$ cat config.mk
export PLATFORM = sky130hd
export DESIGN_NAME = alu_req_arbiter
export DESIGN_NICKNAME = d
export VERILOG_FILES = /design/src/rtl/alu_pkg.sv /design/src/rtl/alu_req_arbiter_rr_arb2.sv /design/src/rtl/alu_req_arbiter.sv
export SDC_FILE = /design/constraint.sdc
export NUM_CORES = 1
export LEC_CHECK = 0
export CORE_UTILIZATION = 41
export CTS_CLUSTER_SIZE = 30
export DETAILED_ROUTE_END_ITERATION = 6
export PLACE_DENSITY = 0.84
export REMOVE_ABC_BUFFERS = 1
export SKIP_CTS_REPAIR_TIMING = 1
export SLEW_MARGIN = 20
export SYNTH_ARGS = -nofsm -noshare
export SYNTH_HDL_FRONTEND = slang
export SYNTH_SLANG_ARGS = --single-unit
$ cat constraint.sdc
create_clock -name clk -period 3.13 [get_ports clk]
set_input_delay 0.626 -clock clk [delete_from_list [all_inputs] [get_ports clk]]
set_output_delay 0.626 -clock clk [all_outputs]
set_load 0.01 [all_outputs]
$ cat src/rtl/alu_pkg.sv
// Shared definitions for the ALU request arbiter and its neighbours.
// Holds the ALU opcode encodings, the arbiter FSM state encoding and the
// default operand/opcode widths. Contains no ports or logic.
package alu_pkg;

  localparam int ALU_WIDTH = 8;
  localparam int ALU_OP_W  = 3;

  localparam logic [2:0] OP_AND    = 3'b000;
  localparam logic [2:0] OP_OR     = 3'b001;
  localparam logic [2:0] OP_XOR    = 3'b010;
  localparam logic [2:0] OP_NOT_A  = 3'b011;
  localparam logic [2:0] OP_ADD    = 3'b100;
  localparam logic [2:0] OP_SUB    = 3'b101;
  localparam logic [2:0] OP_PASS_A = 3'b110;
  localparam logic [2:0] OP_PASS_B = 3'b111;

  typedef enum logic [1:0] {
    IDLE = 2'd0,
    EXEC = 2'd1,
    RESP = 2'd2
  } arb_state_e;

endpackage

$ cat src/rtl/alu_req_arbiter_rr_arb2.sv
// Two-way combinational round-robin arbiter.
// Ports:
//   valid0_i, valid1_i : request valids from requester 0 and 1
//   last_grant_i       : index of the requester served most recently
//   gnt_o              : one-hot grant (bit N = requester N wins)
//   gnt_idx_o          : index of the winner (only meaningful when gnt_o != 0)
module rr_arb2 (
  input  logic       valid0_i,
  input  logic       valid1_i,
  input  logic       last_grant_i,
  output logic [1:0] gnt_o,
  output logic       gnt_idx_o
);

  // A lone requester always wins; on contention the requester that was not
  // served last time wins.
  assign gnt_o[0]  = valid0_i & (~valid1_i | last_grant_i);
  assign gnt_o[1]  = valid1_i & (~valid0_i | ~last_grant_i);
  assign gnt_idx_o = gnt_o[1];

endmodule

$ cat src/rtl/alu_req_arbiter.sv
// Shares one combinational ALU between two valid/ready requesters.
// A granted request's opcode and operands are registered onto alu_*; the ALU
// result is captured one cycle later and presented on the granted requester's
// response channel until that requester accepts it.
// Ports:
//   clk, rst_n                      : clock, asynchronous active-low reset
//   reqN_valid/ready/op/a/b (N=0,1) : request channels
//   alu_op, alu_a, alu_b            : registered operation toward the ALU
//   alu_y, alu_cout                 : ALU result and carry/borrow
//   rspN_valid/ready/y/cout (N=0,1) : response channels
//   busy                            : high whenever the FSM is not idle
module alu_req_arbiter
  import alu_pkg::*;
#(
  parameter int WIDTH = ALU_WIDTH,
  parameter int OP_W  = ALU_OP_W
) (
  input  logic             clk,
  input  logic             rst_n,

  input  logic             req0_valid,
  output logic             req0_ready,
  input  logic [OP_W-1:0]  req0_op,
  input  logic [WIDTH-1:0] req0_a,
  input  logic [WIDTH-1:0] req0_b,

  input  logic             req1_valid,
  output logic             req1_ready,
  input  logic [OP_W-1:0]  req1_op,
  input  logic [WIDTH-1:0] req1_a,
  input  logic [WIDTH-1:0] req1_b,

  output logic [OP_W-1:0]  alu_op,
  output logic [WIDTH-1:0] alu_a,
  output logic [WIDTH-1:0] alu_b,
  input  logic [WIDTH-1:0] alu_y,
  input  logic             alu_cout,

  output logic             rsp0_valid,
  input  logic             rsp0_ready,
  output logic [WIDTH-1:0] rsp0_y,
  output logic             rsp0_cout,

  output logic             rsp1_valid,
  input  logic             rsp1_ready,
  output logic [WIDTH-1:0] rsp1_y,
  output logic             rsp1_cout,

  output logic             busy
);

  arb_state_e       state_q;
  logic             last_grant_q;
  logic             grant_q;
  logic [OP_W-1:0]  alu_op_q;
  logic [WIDTH-1:0] alu_a_q;
  logic [WIDTH-1:0] alu_b_q;
  logic [WIDTH-1:0] res_y_q;
  logic             res_cout_q;

  logic [1:0]       arb_gnt;
  logic             arb_idx;
  logic             in_idle;
  logic             in_resp;
  logic             rsp_accept;
  logic [OP_W-1:0]  sel_op;
  logic [WIDTH-1:0] sel_a;
  logic [WIDTH-1:0] sel_b;

  rr_arb2 u_rr_arb2 (
    .valid0_i     (req0_valid),
    .valid1_i     (req1_valid),
    .last_grant_i (last_grant_q),
    .gnt_o        (arb_gnt),
    .gnt_idx_o    (arb_idx)
  );

  assign in_idle = (state_q == IDLE);
  assign in_resp = (state_q == RESP);

  // The arbiter only grants a valid requester, so ready doubles as handshake.
  assign req0_ready = in_idle & arb_gnt[0];
  assign req1_ready = in_idle & arb_gnt[1];

  assign sel_op = arb_idx ? req1_op : req0_op;
  assign sel_a  = arb_idx ? req1_a  : req0_a;
  assign sel_b  = arb_idx ? req1_b  : req0_b;

  assign rsp_accept = grant_q ? rsp1_ready : rsp0_ready;

  always_ff @(posedge clk or negedge rst_n) begin
    if (!rst_n) begin
      state_q      <= IDLE;
      last_grant_q <= 1'b1;
      grant_q      <= 1'b0;
      alu_op_q     <= '0;
      alu_a_q      <= '0;
      alu_b_q      <= '0;
      res_y_q      <= '0;
      res_cout_q   <= 1'b0;
    end else begin
      case (state_q)
        IDLE: begin
          if (|arb_gnt) begin
            alu_op_q <= sel_op;
            alu_a_q  <= sel_a;
            alu_b_q  <= sel_b;
            grant_q  <= arb_idx;
            state_q  <= EXEC;
          end
        end
        EXEC: begin
          // alu_* have been stable for a full cycle; the ALU output is settled.
          res_y_q    <= alu_y;
          res_cout_q <= alu_cout;
          state_q    <= RESP;
        end
        RESP: begin
          if (rsp_accept) begin
            last_grant_q <= grant_q;
            state_q      <= IDLE;
          end
        end
        default: state_q <= IDLE;
      endcase
    end
  end

  assign alu_op = alu_op_q;
  assign alu_a  = alu_a_q;
  assign alu_b  = alu_b_q;

  // Only the granted port sees the result; the other port reads all zeros.
  assign rsp0_valid = in_resp & ~grant_q;
  assign rsp1_valid = in_resp &  grant_q;
  assign rsp0_y     = rsp0_valid ? res_y_q    : '0;
  assign rsp0_cout  = rsp0_valid ? res_cout_q : 1'b0;
  assign rsp1_y     = rsp1_valid ? res_y_q    : '0;
  assign rsp1_cout  = rsp1_valid ? res_cout_q : 1'b0;

  assign busy = ~in_idle;

endmodule

# ---- After elaboration in Yosys (flattened, before gate mapping)
# Cells that the tools add are included.
dict set report classes {
  magnitude_cmp 0
  eq_ne 4
  reduce_logical 5
  mul 0
  bitwise 13
  n_addsub 0
  n_mux 11
  n_div 0
  n_shift 0
}
# cell count
set op_table {}
lappend op_table {{two-way mux 8 bit} 4}
lappend op_table {{AND 1 bit} 6}
lappend op_table {{one-hot mux 2 bit (3 select lines)} 1}
lappend op_table {{AND reduction 2 bit} 3}
lappend op_table {{NOT 1 bit} 5}
lappend op_table {{two-way mux 2 bit} 2}
lappend op_table {{inequality test 2 x 1 -> 1 bit (second input constant)} 2}
lappend op_table {{two-way mux 1 bit} 3}
lappend op_table {{two-way mux 3 bit} 1}
lappend op_table {{== test 2 x 1 -> 1 bit (second input constant)} 1}
lappend op_table {{== test 2 bit (second input constant)} 1}
lappend op_table {{zero test 2 bit} 1}
lappend op_table {{bitwise OR 1 bit} 2}
lappend op_table {{OR reduction 2 bit} 1}
dict set report totals {
  n_memories 0
  out_inout_bits 42
  elab_cells 41
  regBits 32
  mem_bits_ro 0
  input_bits 53
  ramBits 0
  latch_bits 0
}

# ---- Longest topological paths before layout
# Gate-level depths: netlist of the first run.
dict set report logic_depth {
  ltp_word 6
  mapped_depth 4
  ltp_nobuf 3
}

# ---- Modules after synthesis
# A second synthesis of the first run with hierarchy kept.
dict set report unflattened {
  hier_cells 124
  hier_area_um2 1630.3
}
# mod instances area_per_inst_um2 cells_each seq_area_each_um2
set modules_own_cells {}
lappend modules_own_cells {alu_req_arbiter 1 1604.0 120 802.0}
lappend modules_own_cells {rr_arb2 1 26.3 4 0.0}

# ---- Least setup slack after synthesis of the first run
# OpenSTA, ideal clock, no wires.
dict set report synth_timing {
  kind {input to output}
  startpoint {in req1_valid}
  endpoint {out req1_ready}
  n_path_buf 1
  cell_stages 3
  setup_slack_ns 1.197
  required_ns 2.504
  arrival_time_ns 1.307
  cell_sequence {a21bo_1 > buf_6 > nor3_1}
}
dict set report synth_via {
  elab_chain_cells 2
}
# element line
set synth_rtl {}
lappend synth_rtl {{start, declared} alu_req_arbiter.sv:27} ;# input logic req1_valid,
lappend synth_rtl {{AND 1 bit} alu_req_arbiter_rr_arb2.sv:18} ;# assign gnt_o[1] = valid1_i & (~valid0_i | ~last_grant_i);
lappend synth_rtl {{AND 1 bit} alu_req_arbiter.sv:83} ;# assign req1_ready = in_idle & arb_gnt[1];
lappend synth_rtl {{end, declared} alu_req_arbiter.sv:28} ;# output logic req1_ready,
# No other way between the ends.

# ---- Worst setup path in the final report of the first run
# Same ends and word-level chain as after synthesis.

==> reports/metrics.csv, run 1 <==
metric,value,unit
post-synthesis area per instance,13.4,µm²
Die Wd,66.1,µm
Detailed Routing Iterations Pass 1,4,
Setup CP Type,in2out,
number of nets in the layout,275,
leakage power,1.26,nW
run status,"finished, final reports clean",
total power density per cell area,809,nW/µm²
clock slew at reported path FFs,0.06,ns
type of destination of the critical path,output port,
total power draw,2.22,mW
number of unique standard cell types used by synthesis,20,
ant diodes,0,
CP required,2.50,ns
Wirelength per Cell,15.1,µm
instance count of the mapped netlist,126,
total routing resource utilization after global routing,20.0,%
Yosys warnings,0,
detailed-route vias per instance,4.97,
row cnt,22,
clock network latency to the later pin of the worst-skew pair,0.28,ns
ANT nets after route,0,
crit start category,input port,
final weighted congestion in routability-driven placement,0.726,
min Tclk post-route,2.80,ns
clock skew after layout,0.00560,ns
Die Y-Extent,66.1,µm
core outline area,3800,µm²
final number of setup-violating endpoints,0,
unrepaired setup endpoints after global routing,no,
transition at the pin with the smallest max-transition slack,0.848,ns
synthesis-stage register bit count,32,
clock tree from TritonCTS,yes,
Final Slew Violations,0,
DP Wirelength,3.16,mm
number of global-route vias before repair,1377,
total clock buffers created by CTS,5,
largest net degree at the start of global routing,33,
number of vias after detailed routing,1347,
max_slew headroom,43.3,%
Max H-tree Level,2,
total wire length after detailed routing,4.10,mm
effective utilization at floorplan,44.3,%
final cell count without fillers,271,
count of pins on the block boundary,95,
max-cap violations,0,
number of port buffers,94,
overall overflow remaining after global route,0,
share of synthesized area occupied by flip-flops and latches,47.7,%
Max Clock Freq,0.357,GHz
final count of hold timing violations,0,
Post-synth top flop,dfrtp_1,
TNS Setup,0,ns
Longest Clk Path Bufs,2,
placed instance count,263,
peak supply drop,0.458,mV
synth cell count leaders,"dfrtp_1 (31), mux2_2 (28), mux2_4 (19)",
antenna violations before repair,0,
Synth Cell Area,1680,µm²
post-synth top area cell,dfrtp_1,
data arrival time of the worst path,2.18,ns
type of the most critical hold path,reg2reg,
proportion of netlist area held by the largest area contributor,46.1,%
Synth-to-Final Area Change,63.1,%
reg-to-reg setup timing slack,1.40,ns
most common cell in the netlist,dfrtp_1,
Die Outline Area,4360,µm²
fraction of final layout cells with drive strength greater than 1,26.0,%
"top cells by area, synth","dfrtp_1 (46%), mux2_2 (19%), mux2_4 (17%)",
first-pass GRT wire length,6.29,mm
Num Clock Sinks,32,
DRC errors left,0,
top fanout value on the critical path,3,
cell at the root of the clock tree,clkbuf_8,
initial DRC count,30,
count of flip-flops with a built-in enable after synthesis,0,
final hold slack,0.507,ns
post-synthesis async set-or-reset flop share,100,%
final worst path period share,89.6,%
## critical path, cell delays in order
cell             delay, ns
clkdlybuf4s50_1       0.53
a21bo_1               0.23
nor3_1                0.20
clkdlybuf4s50_1       0.59
## cells in the final DEF (no fill, tap or decap), drive strengths merged, types with 2 or more instances in the layout
master / n
clkdlybuf4s50: 94
mux2: 47
a21oi: 3
and3: 18
clkbuf: 8
a21o: 2
nor2b: 2
dfrtp: 31
inv: 4
buf: 4
and2: 2
## routing by layer
layer	global-route usage [%]	wire length, µm	part of all wire [%]	vias to the layer above
li1	-	-	-	637
met2	36.7	2080	51	75
met4	7.18	40	0.98	0
met5	0	0	0	-
met3	7.93	387	9.4	4
met1	20.0	1590	39	631
## area by class of cell
class	instances	area, µm²
Inverter	4	15.0
Tap cell	48	60.1
Timing Repair Buffer	98	971
Clock buffer	8	80.1
Multi-Input combinational cell	81	817
Fill cell	261	1050
Sequential cell	32	802
## final timing paths
kind | from | end | depth (start not counted)
worst max-delay path | req1_valid | req1_ready | 4
worst min-delay path | alu_b[5] | alu_b[5] | 1
worst max register to register | last_grant_q | alu_op[0] | 4
worst min register to register | alu_b[5] | alu_b[5] | 1
max in group asynchronous | rst_n | last_grant_q | 2
min in group asynchronous | rst_n | res_cout_q | 2
## logic make-up after synthesis
kind of cell           after synthesis  share of synthesized area, %
flip-flops                          32                          47.7
AND/OR/NAND/NOR                     25                          8.92
buffers and inverters               13                          4.01
multiplexers                        48                          36.3
AO/OA/AOI/OAI                        8                          3.12
## flip-flops by register name, indices dropped and copies added (netlist names)
signal / count
alu_a: 8
res_y_q: 8
state_q: 2
last_grant_q: 1
res_cout_q: 1
grant_q: 1
alu_op: 3
alu_b: 8
## per-stage QoR
| stage | area [µm²] | worst slack (ns) | utilization [%] |
|---|---|---|---|
| floorplan | 1630 | 0.516 | - |
| global placement | 2670 | 0.383 | 70.2 |
| detailed placement | 2670 | 0.327 | 70.2 |
| CTS | 2750 | 0.324 | 72.3 |
| global route | 2750 | 0.243 | 72.3 |
| finish | 2750 | 0.326 | 72.3 |
## power by group
| part | internal [mW] | switching [mW] | total, mW |
|---|---|---|---|
| Combinational | 0.725 | 0.433 | 1.16 |
| Clock | 0.158 | 0.140 | 0.297 |
| Sequential | 0.629 | 0.138 | 0.767 |
No activity file was read; power rests on OpenSTA's default activity.
==> inputs of run 2 (changes only) <==
- CTS_CLUSTER_SIZE: 30 -> default
==> results of run 2 <==
Same layout as run 1: the final DEF is identical, and so are final timing and power.
